## src/rtl/reg_alu_seq.sv

```systemverilog
// rtl/reg_alu_seq.sv - imem-driven command sequencer for the reg_alu block
// Define REG_ALU_SEQ_CAPTURE_EN to build the read-result and carry-count capture.
module reg_alu_seq #(
  parameter int PC_W = 4
) (
  input  logic            clk,
  input  logic            reset,
  input  logic            start,
  input  logic            abort,
  input  logic [PC_W:0]   prog_len,
  output logic [PC_W-1:0] imem_addr,
  input  logic [20:0]     imem_data,
  output logic            sel,
  output logic            wr,
  output logic [1:0]      op,
  output logic [2:0]      rd_addr_a,
  output logic [2:0]      rd_addr_b,
  output logic [2:0]      wr_addr,
  output logic [7:0]      d_in,
  input  logic [7:0]      d_out_a,
  input  logic [7:0]      d_out_b,
  input  logic            cout,
  output logic            busy,
  output logic            done,
  output logic [7:0]      res_a,
  output logic [7:0]      res_b,
  output logic            res_cout,
  output logic [PC_W:0]   carry_cnt
);

  typedef enum logic [1:0] {S_IDLE, S_FETCH, S_ISSUE, S_DONE} state_t;

  localparam logic [PC_W-1:0] PC_ONE  = 1;
  localparam logic [PC_W:0]   LEN_ONE = 1;

  state_t          state_q, state_d;
  logic [PC_W-1:0] pc_q, pc_d;
  logic [PC_W:0]   len_q, len_d;
  logic [20:0]     cmd_q, cmd_d;
  logic            last_cmd;
  logic            start_ok;

  assign last_cmd = ({1'b0, pc_q} == (len_q - LEN_ONE));
  assign start_ok = (state_q == S_IDLE) && start && !abort;

  always_comb begin
    state_d = state_q;
    pc_d    = pc_q;
    len_d   = len_q;
    cmd_d   = cmd_q;
    if (abort) begin
      state_d = S_IDLE;
      pc_d    = '0;
      len_d   = '0;
    end else begin
      case (state_q)
        S_IDLE: begin
          if (start) begin
            len_d   = prog_len;
            pc_d    = '0;
            state_d = (prog_len == '0) ? S_DONE : S_FETCH;
          end
        end
        S_FETCH: begin
          cmd_d   = imem_data;
          state_d = S_ISSUE;
        end
        S_ISSUE: begin
          // Stop on the last index rather than incrementing, so pc never wraps.
          if (last_cmd) begin
            state_d = S_DONE;
          end else begin
            pc_d    = pc_q + PC_ONE;
            state_d = S_FETCH;
          end
        end
        S_DONE:  state_d = S_IDLE;
        default: state_d = S_IDLE;
      endcase
    end
  end

  always_ff @(posedge clk or negedge reset) begin
    if (!reset) begin
      state_q <= S_IDLE;
      pc_q    <= '0;
      len_q   <= '0;
      cmd_q   <= '0;
    end else begin
      state_q <= state_d;
      pc_q    <= pc_d;
      len_q   <= len_d;
      cmd_q   <= cmd_d;
    end
  end

  assign imem_addr = pc_q;
  assign sel       = cmd_q[20];
  assign wr        = (state_q == S_ISSUE) && cmd_q[19];
  assign op        = cmd_q[18:17];
  assign rd_addr_a = cmd_q[16:14];
  assign rd_addr_b = cmd_q[13:11];
  assign wr_addr   = cmd_q[10:8];
  assign d_in      = cmd_q[7:0];
  assign busy      = (state_q == S_FETCH) || (state_q == S_ISSUE);
  assign done      = (state_q == S_DONE);

`ifdef REG_ALU_SEQ_CAPTURE_EN
  logic [7:0]    res_a_q, res_a_d;
  logic [7:0]    res_b_q, res_b_d;
  logic          res_cout_q, res_cout_d;
  logic [PC_W:0] carry_cnt_q, carry_cnt_d;

  always_comb begin
    res_a_d     = res_a_q;
    res_b_d     = res_b_q;
    res_cout_d  = res_cout_q;
    carry_cnt_d = carry_cnt_q;
    if (start_ok) begin
      carry_cnt_d = '0;
    end
    if ((state_q == S_ISSUE) && !abort) begin
      if (!cmd_q[19]) begin
        res_a_d    = d_out_a;
        res_b_d    = d_out_b;
        res_cout_d = cout;
      end
      if (cmd_q[20] && cout && (carry_cnt_q != '1)) begin
        carry_cnt_d = carry_cnt_q + LEN_ONE;
      end
    end
  end

  always_ff @(posedge clk or negedge reset) begin
    if (!reset) begin
      res_a_q     <= '0;
      res_b_q     <= '0;
      res_cout_q  <= 1'b0;
      carry_cnt_q <= '0;
    end else begin
      res_a_q     <= res_a_d;
      res_b_q     <= res_b_d;
      res_cout_q  <= res_cout_d;
      carry_cnt_q <= carry_cnt_d;
    end
  end

  assign res_a     = res_a_q;
  assign res_b     = res_b_q;
  assign res_cout  = res_cout_q;
  assign carry_cnt = carry_cnt_q;
`else
  logic unused_capture_inputs;
  assign unused_capture_inputs = ^{d_out_a, d_out_b, cout, start_ok};

  assign res_a     = '0;
  assign res_b     = '0;
  assign res_cout  = 1'b0;
  assign carry_cnt = '0;
`endif

endmodule

```

## config.mk

```make
export PLATFORM = sky130hd
export DESIGN_NAME = reg_alu_seq
export DESIGN_NICKNAME = d
export VERILOG_FILES = /design/src/rtl/reg_alu_seq.sv
export SDC_FILE = /design/constraint.sdc
export NUM_CORES = 1
export LEC_CHECK = 0
export CORE_UTILIZATION = 43
export CTS_CLUSTER_SIZE = 25
export DETAILED_ROUTE_END_ITERATION = 8
export GPL_TIMING_DRIVEN = 0
export HOLD_SLACK_MARGIN = 0.08
export PLACE_DENSITY = 0.86
export SYNTH_ARGS = -nofsm -noshare
export SYNTH_HDL_FRONTEND = slang
export SYNTH_SLANG_ARGS = --single-unit
export TNS_END_PERCENT = 5
```

## constraint.sdc

```tcl
create_clock -name clk -period 4.75 [get_ports clk]
set_clock_uncertainty 0.2 [all_clocks]
set_input_delay 0.7125 -clock clk [delete_from_list [all_inputs] [get_ports clk]]
set_output_delay 0.7125 -clock clk [all_outputs]
set_load 0.02 [all_outputs]
```

==> flow_metrics.env <==
export IMPL_status="completed"
export IMPL_cpPeakStageDelay_ps=590
export IMPL_num_antenna_cells=0
export IMPL_worstPathArrival_ps=1930
export IMPL_viasPerCell=4.50
export IMPL_cp_num_buf_inv=2
export IMPL_cts_resized=0
export IMPL_hold_path_class="primary input to async pin"
export IMPL_cts_tree="done"
export IMPL_finalCritPeriodShare_pct=59.8
export IMPL_setup_tns_ps=0
export IMPL_clkLatencyLatePin_ps=280
export IMPL_crit_type="register to output port"
export IMPL_dr_pass1_iters=4
export IMPL_maxCapViolCount=0
export IMPL_dpl_hpwl_mm=2.72
export IMPL_synth_top_cell_area_share_pct=43.0
export IMPL_die_w_um=67.8
export IMPL_postRouteAntennaNets=0
export IMPL_ys_seq_area_share_pct=43.0
export IMPL_critPathRequiredTime_ps=3840
export IMPL_ir_worst_vdd_v=0.000356
export IMPL_yosysTopAreaCell="dfrtp_1"
export IMPL_rsz0062_at_grt="false"
export IMPL_cts_buffer_depth=2
export IMPL_worstPathCellList="inv_1 -> ha_1 -> and2_1 -> clkdlybuf4s50_1"
export IMPL_antenna_found_initial=0
export IMPL_powerDensity_mw_per_mm2=555
export IMPL_die_y_um=67.8
export IMPL_slew_viol_final=0
export IMPL_syn2layout_area_growth_pct=42.1
export IMPL_drive_above_1_share_pct=32.3
export IMPL_setup_violations=0
export IMPL_clkSinkCount=32
export IMPL_drt_iter0_markers=33
export IMPL_crit_family="buffers and inverters"
export IMPL_place_area_mm2=0.00255
export IMPL_p_leak_nw=1.22
export IMPL_crit_fanout=7
export IMPL_vias=1342
export IMPL_crit_path_top_delay_cell="clkdlybuf4s50_1"
export IMPL_yosysWarnings=0
export IMPL_period_needed_ps=2840
export IMPL_core_mm2=0.00409
export IMPL_htreeDepth=2
export IMPL_synth_edff_count=0
export IMPL_overflow=0
export IMPL_final_cells=298
export IMPL_cts_buffers=5
export IMPL_initial_utilization_pct=45.5
export IMPL_grt_pass1_wl_mm=5.39
export IMPL_synth_cell_types=35
export IMPL_async_flop_share_pct=100
export IMPL_synth_cell_area_mm2=0.00186
export IMPL_dieArea_mm2=0.00459
export IMPL_io_pins=96
export IMPL_syn_inst=165
export IMPL_port_buffers=55
export IMPL_cts_hold_buffers=0
export IMPL_ys_top_cells_by_area="dfrtp_1 (43%), buf_4 (17%), mux2_2 (13%), ha_1 (4.0%), nand3_1 (1.6%)"
export IMPL_final_hold_viol_count=0
export IMPL_cp_start_kind="register"
export IMPL_rows=23
export IMPL_detail_route_drc_violations=0
export IMPL_root_buffer="clkbuf_8"
export IMPL_setup_slack_ps=1910
export IMPL_max_freq_mhz=352
export IMPL_cp_end_kind="output port"
export IMPL_yosys_most_used_dff="dfrtp_1"
export IMPL_synth_seq_cells=32
export IMPL_postSynthAreaPerCell_um2=11.3
export IMPL_total_power_mw=1.47
export IMPL_avgRoutedWirePerCell_um=11.5
export IMPL_grt_pass1_vias=1254
export IMPL_clk_pin_slew_worst_paths_ps=70
export IMPL_track_usage_pct=16.0
export IMPL_layout_nets=301
export IMPL_routed_wl_mm=3.44
export IMPL_post_place_ws_ps=2200
export IMPL_place_gp_congestion=0.841
export IMPL_fin_area_mm2=0.00264
export IMPL_slew_headroom_pct=52.1
export IMPL_tightest_slew_ps=718
export IMPL_fillerInstances=363
export IMPL_place_inst=291
export IMPL_grt_max_degree=33
export IMPL_postCtsSetupRepairBufs=0
-- worst reg2reg max path: stages, from the launching register on --
cell       delay [ps]
dfrtp_1           410
inv_1              60
ha_1              300
xor2_1            160
nand3_2           110
nor4_4            420
nand4bb_4         260
o32ai_2            90
-- flip-flops by register name (all words and copies together), names as in the netlist --
signal / cells
cmd_q: 21
len_q: 5
imem_addr: 4
state_q: 2
-- through the flow --
step,utilization (%),hold WS (ps)
6_report,64.7,282
5_1_grt,64.7,325
4_1_cts,64.7,306
3_5_place_dp,62.3,292
3_3_place_gp,62.5,283
2_1_floorplan,-,217
-- path summary, 6_finish.rpt --
check / start / slack [ps] / end / cells after the start
max: state_q[0]$_DFFE_PN0P_ / 1910 / wr / 4
min: reset / 280 / imem_addr[2]$_DFFE_PN0P_ / 1
max reg2reg: len_q[0]$_DFFE_PN0P_ / 2600 / imem_addr[1]$_DFFE_PN0P_ / 7
min reg2reg: cmd_q[19]$_DFFE_PN0P_ / 300 / cmd_q[19]$_DFFE_PN0P_ / 1
max in group asynchronous: reset / 3600 / cmd_q[2]$_DFFE_PN0P_ / 1
min in group clk: cmd_q[19]$_DFFE_PN0P_ / 300 / cmd_q[19]$_DFFE_PN0P_ / 1
-- area by class of cell --
| type | instances | area, um2 | area share [%] |
|---|---|---|---|
| Clock buffer | 7 | 96.3 | 3.64 |
| Timing Repair Buffer | 55 | 546 | 20.6 |
| Inverter | 7 | 26.3 | 0.994 |
| Sequential cell | 32 | 801 | 30.3 |
| Tap cell | 50 | 62.6 | 2.37 |
| Buffer | 46 | 330 | 12.5 |
| Multi-Input combinational cell | 101 | 782 | 29.6 |
-- power by group --
part / total [mW] / switching (mW) / internal, mW
Sequential: 0.443 / 0.0624 / 0.381
Combinational: 0.802 / 0.353 / 0.449
Clock: 0.222 / 0.0930 / 0.129
-- routing by layer --
layer / vias up / global-route usage, % / part of all wire [%]
met5: - / 0 / 0
met4: 0 / 5.47 / 1.2
met3: 7 / 5.07 / 7.0
met2: 46 / 28.6 / 53
met1: 635 / 17.7 / 39
li1: 654 / - / -
-- cells in the final DEF, fill, tap and decap left out, types with 2 or more instances in the layout --
| master | count |
|---|---|
| clkdlybuf4s50_1 | 54 |
| buf_4 | 41 |
| dfrtp_1 | 32 |
| conb_1 | 22 |
| mux2_2 | 21 |
| nand2_1 | 8 |
| inv_1 | 7 |
| clkbuf_8 | 7 |
| nand3_1 | 6 |
| ha_1 | 6 |
| a21oi_1 | 5 |
| buf_2 | 4 |
| xnor2_1 | 3 |
| o31ai_1 | 3 |
| nor2_1 | 3 |
| nor2b_1 | 2 |
| xor2_1 | 2 |
| nand2b_1 | 2 |
| o22ai_1 | 2 |
-- cells by family (layout without fill, tap and decap cells) --
logic type               after synthesis  after routing  synth area share (%)
XOR/XNOR                               7              7                  4.10
adder cells (fa/ha/maj)                6              6                  4.03
buffers and inverters                 53            115                  19.2
multiplexers                          22             22                  13.2
other                                  1             22                 0.202
AO/OA/AOI/OAI                         16             16                  6.05
AND/OR/NAND/NOR                       28             28                  10.2
flip-flops                            32             32                  43.0
-- Yosys cell counts, types with 3 or more instances --
master   number
inv_1         7
nor2_1        3
nand3_1       6
mux2_2       21
buf_2         3
xnor2_1       3
o31ai_1       3
dfrtp_1      32
a21oi_1       5
ha_1          6
nand2_1       8
buf_4        41
(Power assumes the default switching activity.)
